[src/rtl/mem_bank_pkg.sv]
// mem_bank_nr shared types: FSM states, digit classes, classifier helper.
// The illegal-code flag is built only with MEM_BANK_ERR_CHK_EN defined.
package mem_bank_pkg;

  typedef enum logic [1:0] {
    WAIT_DATA,
    CAPTURE,
    WAIT_NULL
  } state_t;

  typedef enum logic [1:0] {
    SPACER,
    VALID,
    ILLEGAL
  } dclass_t;

  localparam int SPACER_WORD = 0;

  // Narrower digits are zero-extended by the caller.
  function automatic dclass_t onehot_class(
    input logic [31:0] digit
  );
    int n;
    n = 0;
    for (int i = 0; i < 32; i++) begin
      n = n + int'(digit[i]);
    end
    if (n == 0) return SPACER;
    if (n == 1) return VALID;
    return ILLEGAL;
  endfunction

endpackage

[src/rtl/rail_digit_chk.sv]
// mem_bank_nr per-digit classifier for a 1-of-RAIL_NUM code.
// Flags a digit as a valid code word or as an illegal multi-hot.
import mem_bank_pkg::*;

module rail_digit_chk #(
  parameter int RAIL_NUM = 2
) (
  input  logic [RAIL_NUM-1:0] i_digit,
  output logic                o_valid,
  output logic                o_illegal
);

  dclass_t w_cls;

  always_comb begin
    w_cls     = onehot_class(32'(i_digit));
    o_valid   = (w_cls == VALID);
    o_illegal = (w_cls == ILLEGAL);
  end

endmodule

[src/rtl/mem_bank_nr.sv]
// mem_bank_nr: clocked storage bank for 1-of-N words on a 4-phase RZ link.
// Define MEM_BANK_ERR_CHK_EN to build the sticky illegal-code flag err.
import mem_bank_pkg::*;

module mem_bank_nr #(
  parameter  int RAIL_NUM = 2,
  parameter  int DIGITS   = 8,
  parameter  int DEPTH    = 4,
  localparam int ADDR_W   = $clog2(DEPTH),
  localparam int WW       = DIGITS * RAIL_NUM
) (
  input  logic              clk,
  input  logic              rst,
  input  logic              lat_i,
  input  logic [ADDR_W-1:0] wr_addr,
  input  logic [WW-1:0]     in,
  output logic              in_ack,
  input  logic              rd_en,
  input  logic [ADDR_W-1:0] rd_addr,
  output logic [WW-1:0]     out,
  output logic              out_vld,
  output logic              err
);

  logic [WW-1:0] r_s1, r_s2, r_s3;
  logic [WW-1:0] r_mem [DEPTH];
  logic [WW-1:0] r_out;
  logic          r_vld;
  logic          r_ack;
  state_t        r_state, w_nxt;
  logic          w_cap;

  logic [DIGITS-1:0] w_valid;
  logic [DIGITS-1:0] w_illegal;
  logic w_complete, w_null, w_any_ill;
  logic w_stable, w_go;
  logic w_wr_ok, w_rd_ok;

  for (genvar d = 0; d < DIGITS; d++) begin : g_dig
    rail_digit_chk #(.RAIL_NUM(RAIL_NUM)) u_chk (
      .i_digit  (r_s2[d*RAIL_NUM +: RAIL_NUM]),
      .o_valid  (w_valid[d]),
      .o_illegal(w_illegal[d])
    );
  end

  assign w_complete = &w_valid;
  assign w_any_ill  = |w_illegal;
  assign w_null     = (r_s2 == WW'(SPACER_WORD));
  assign w_stable   = (r_s2 == r_s3);
  assign w_go       = w_complete & w_stable
                    & ~w_any_ill & ~lat_i;
  assign w_wr_ok    = (32'(wr_addr) < DEPTH);
  assign w_rd_ok    = (32'(rd_addr) < DEPTH);

  always_comb begin
    w_nxt = r_state;
    w_cap = 1'b0;
    unique case (r_state)
      WAIT_DATA: begin
        if (w_go) begin
          w_nxt = CAPTURE;
          w_cap = 1'b1;
        end
      end
      CAPTURE:   w_nxt = WAIT_NULL;
      WAIT_NULL: begin
        if (w_null) w_nxt = WAIT_DATA;
      end
      default:   w_nxt = WAIT_DATA;
    endcase
  end

  always_ff @(posedge clk or negedge rst) begin
    if (!rst) begin
      r_s1    <= '0;
      r_s2    <= '0;
      r_s3    <= '0;
      r_state <= WAIT_DATA;
      r_ack   <= 1'b0;
    end else begin
      r_s1    <= in;
      r_s2    <= r_s1;
      r_s3    <= r_s2;
      r_state <= w_nxt;
      if (w_cap) begin
        r_ack <= 1'b1;
      end else if (r_state == WAIT_NULL && w_null) begin
        r_ack <= 1'b0;
      end
    end
  end

  // Write and read share the edge; nonblocking gives read-before-write.
  always_ff @(posedge clk or negedge rst) begin
    if (!rst) begin
      for (int i = 0; i < DEPTH; i++) begin
        r_mem[i] <= WW'(SPACER_WORD);
      end
      r_out <= WW'(SPACER_WORD);
      r_vld <= 1'b0;
    end else begin
      if (w_cap && w_wr_ok) begin
        r_mem[wr_addr] <= r_s3;
      end
      r_vld <= rd_en;
      if (rd_en) begin
        r_out <= w_rd_ok ? r_mem[rd_addr]
                         : WW'(SPACER_WORD);
      end
    end
  end

`ifdef MEM_BANK_ERR_CHK_EN
  logic r_err;

  always_ff @(posedge clk or negedge rst) begin
    if (!rst) begin
      r_err <= 1'b0;
    end else if (r_state == WAIT_DATA && w_any_ill) begin
      r_err <= 1'b1;
    end
  end

  assign err = r_err;
`else
  assign err = 1'b0;
`endif

  assign in_ack  = r_ack;
  assign out     = r_out;
  assign out_vld = r_vld;

endmodule

[config.mk]
export PLATFORM = sky130hd
export DESIGN_NAME = mem_bank_nr
export DESIGN_NICKNAME = d
export VERILOG_FILES = /design/src/rtl/mem_bank_pkg.sv /design/src/rtl/rail_digit_chk.sv /design/src/rtl/mem_bank_nr.sv
export SDC_FILE = /design/constraint.sdc
export NUM_CORES = 1
export LEC_CHECK = 0
export CORE_MARGIN = 3
export CORE_UTILIZATION = 37
export CTS_CLUSTER_DIAMETER = 30
export DETAILED_ROUTE_END_ITERATION = 10
export DONT_BUFFER_PORTS = 1
export GPL_ROUTABILITY_DRIVEN = 0
export PLACE_DENSITY_LB_ADDON = 0.08
export SYNTH_ARGS = -nofsm -noshare
export SYNTH_HDL_FRONTEND = slang
export SYNTH_SLANG_ARGS = --single-unit
[constraint.sdc]
create_clock -name clk -period 2.8 [get_ports clk]
set_clock_uncertainty 0.15 [all_clocks]
set_input_delay 0.56 -clock clk [delete_from_list [all_inputs] [get_ports clk]]
set_output_delay 0.56 -clock clk [all_outputs]
set_load 0.02 [all_outputs]
==> flow_summary_export.csv <==
group,metric,value,unit
floorplanning,die_y,125,um
floorplanning,rows,42,
route,ant_nets,0,
critical_path,r2r_slack,0.23,ns
final_layout,final_common_cell,"dfrtp_1",
synthesis,synth.distinct_cells,27,
clock_tree,clkSlewWorstSetupHoldPaths,0.05,ns
clock_tree,clock_path_buffers,2,
critical_path,cpLargestDelayFamily,"simple AND/OR/NAND/NOR gates",
clock_tree,clock-root-buffer,"clkbuf_16",
floorplanning,coreArea,13600,um2
sta,fin_ws,0.232,ns
pwr,pwr_density_cell,696,nW/um2
pwr,sw_frac_of_total,19.2,%
synthesis,yosysWarnings,0,
final_layout,fin_nets,368,
synthesis,synth_cells,315,
clock_tree,cts_sinks,132,
sta,rsz0062_at_grt,"no",
final_layout,diodes,0,
route,drt_pre_antenna_iters,4,
pwr,p_sw,0.810,mW
sta,max_freq,389,MHz
critical_path,path_class,"flip-flop to flip-flop",
grt,met1_usage,18.8,%
outcome,violations,"negative hold slack",
critical_path,worstPathMaxFanout,16,
floorplanning,floorplan.initialDensity,38.8,%
critical_path,r2r_end,"r_mem[3]",
route,vias_per_cell,4.96,
pwr,p_int,3.41,mW
clock_tree,cts_tree,"yes",
synthesis,synth-seq-area-share,62.9,%
route,wl_per_cell,19.1,um
sta,finalSetupViolCount,0,
clock_tree,h-tree-depth,4,
route,vias,2554,
final_layout,layout_common_cells,"dfrtp_1 (132), mux2_2 (80), inv_1 (17), clkbuf_16 (17)",
grt,met3_usage,5.03,%
sta,final.setup.tns,0,ns
critical_path,required,2.94,ns
sta,slew_violations,0,
sta,fin_crit,2.57,ns
critical_path,cp.buffers_inverters,2,
floorplanning,die-width,125,um
floorplanning,die_area,15700,um2
clock_tree,post_cts_buffers,0,
sta,holdWs,-0.303,ns
pwr,p_leak,2.94,nW
sta,post-route-period-util,91.7,%
floorplanning,num_io_pins,43,
final_layout,fillers,1206,
grt,grt.busiest_layer,"met2",
critical_path,ff2ff_path_depth,8,
critical_path,r2r-start,"r_s2[2]",
place,dp_slack,0.241,ns
grt,grt_pass1_wl,16.5,mm
pwr,clkPwrFrac,51.2,%
pwr,power_frac_seq,47.2,%
route,drt_iter0_markers,152,
grt,grt_max_degree,133,
route,drc_errors,0,
outcome,outcome,"finished with violations",
critical_path,start_kind,"flip-flop",
place,port_buffers,0,
critical_path,cpMaxStageDelayCell,"nor4_4",
critical_path,worstPathCellList,"inv_1 -> ha_1 -> nor4b_2 -> nand4_1 -> nor4_4 -> and4_4 -> buf_12 -> mux2_2",
critical_path,cpPeakStageDelay,0.44,ns
synthesis,netlist_area,5260,um2
clock_tree,clk-insertion-delay-late,0.41,ns
grt,grt.met2_usage,20.7,%
synthesis,avgSynthCellArea,16.7,um2
final_layout,area_delta_synth_final,15.3,%
min_path,worstHoldPathType,"input port to asynchronous set/reset pin",
final_layout,drive_gt1_share,39.5,%
place,place_hpwl,6.32,mm
critical_path,critPathCaptureType,"flip-flop",
synthesis,synth_nets,355,
pwr,ir_drop,0.445,mV
grt,grt_usage,13.9,%
clock_tree,cts-buffers-inserted,17,
grt,grt_overflow_total,0,
clock_tree,cts_hold_buf,2,
run,max_cap_violations,0,
pwr,power.share.combinational,1.6,%
synthesis,synth-seq-cells,132,
route,wl,9.81,mm
grt,antenna_found_initial,0,
grt,grt_pass1_vias,2896,
sta,hold_violations,132,
critical_path,crit_arrival,2.70,ns
## kinds of logic after synthesis
logic type	count (synthesis)	synth area share [%]
flops	132	62.9
mux	97	24.2
buf+inv	29	2.69
simple gates	22	3.45
fa+ha+maj	16	3.81
xor+xnor	16	2.67
compound gates	2	0.262
other cells	1	0.0714
## sequential cells by signal, summed over array words and instances, names as in the netlist
| register | flops |
|---|---|
| out | 16 |
| r_state | 2 |
| r_s2 | 16 |
| r_mem | 64 |
| out_vld | 1 |
| in_ack | 1 |
| r_s3 | 16 |
| r_s1 | 16 |
## synth_stat cells
library cell,number,share of area [%]
mux4_2,16,6.9
nand4_1,7,0.83
inv_1,17,1.2
and4_2,1,0.19
conb_1,1,0.071
nor4_4,1,0.40
nand3_1,1,0.095
and2_2,1,0.14
clkbuf_1,4,0.29
o41ai_1,1,0.17
o21ai_0,1,0.095
nor3_2,1,0.19
buf_1,1,0.071
nand3_2,1,0.19
nor4b_1,3,0.50
nand2b_1,1,0.12
nand2_1,1,0.071
dfrtp_1,132,63
nor2_1,2,0.14
nand4b_2,2,0.57
xnor2_1,16,2.7
ha_1,16,3.8
buf_4,2,0.29
buf_6,3,0.64
mux2i_1,1,0.19
mux2_2,80,17
buf_2,2,0.19
## metal layers
| layer | vias to the layer above | part of all wire, % |
|---|---|---|
| met2 | 42 | 46 |
| met4 | 0 | 1.3 |
| met5 | - | 0 |
| met1 | 1363 | 48 |
| met3 | 13 | 4.4 |
| li1 | 1136 | - |
## layout make-up
class | instances | area (um2) | share of cell area [%]
Sequential cell | 132 | 3300 | 54.5
Multi-Input combinational cell | 154 | 1820 | 30.0
Clock buffer | 26 | 509 | 8.40
Tap cell | 176 | 220 | 3.63
Timing Repair Buffer | 6 | 75.1 | 1.24
Clock inverter | 4 | 70.1 | 1.16
Inverter | 17 | 63.8 | 1.05
## per-stage QoR
step / total power [mW] / cell area [um2] / utilization, % / hold slack, ns / instances
after detailed placement: 2.09 / 5450 / 40.2 / 0.121 / 483
after global placement: 2.09 / 5450 / 40.2 / 0.120 / 483
after global routing: 4.39 / 6060 / 44.7 / -0.333 / 515
after CTS: 4.29 / 6050 / 44.6 / -0.329 / 515
final: 4.22 / 6060 / 44.7 / -0.303 / 515
after floorplan: 2.07 / 5260 / - / 0.114 / 315
## worst max path at each step
stage,startpoint,end,depth (start not counted)
detailed placement,r_s2[2],r_mem[3],8
floorplan,r_s2[2],r_mem[10],9
global placement,r_s2[2],r_mem[15],8
CTS,r_s2[2],r_mem[3],8
global route,r_s2[2],r_mem[12],8
finish,r_s2[2],r_mem[3],8
## power by group through the flow
stage	sequential (mW)	combinational, mW	clock [mW]
finish	1.99	0.0688	2.16
global route	1.99	0.0777	2.32
CTS	1.99	0.0697	2.23
detailed placement	2.02	0.0671	0
global placement	2.02	0.0677	0
floorplan	2.00	0.0701	0
## timing repair
action | CTS | global route
setup endpoints to repair | 0 | 2
hold endpoints to repair | 134 | 132
resized for setup | 0 | 2
No activity file was read; power rests on OpenSTA's default activity.
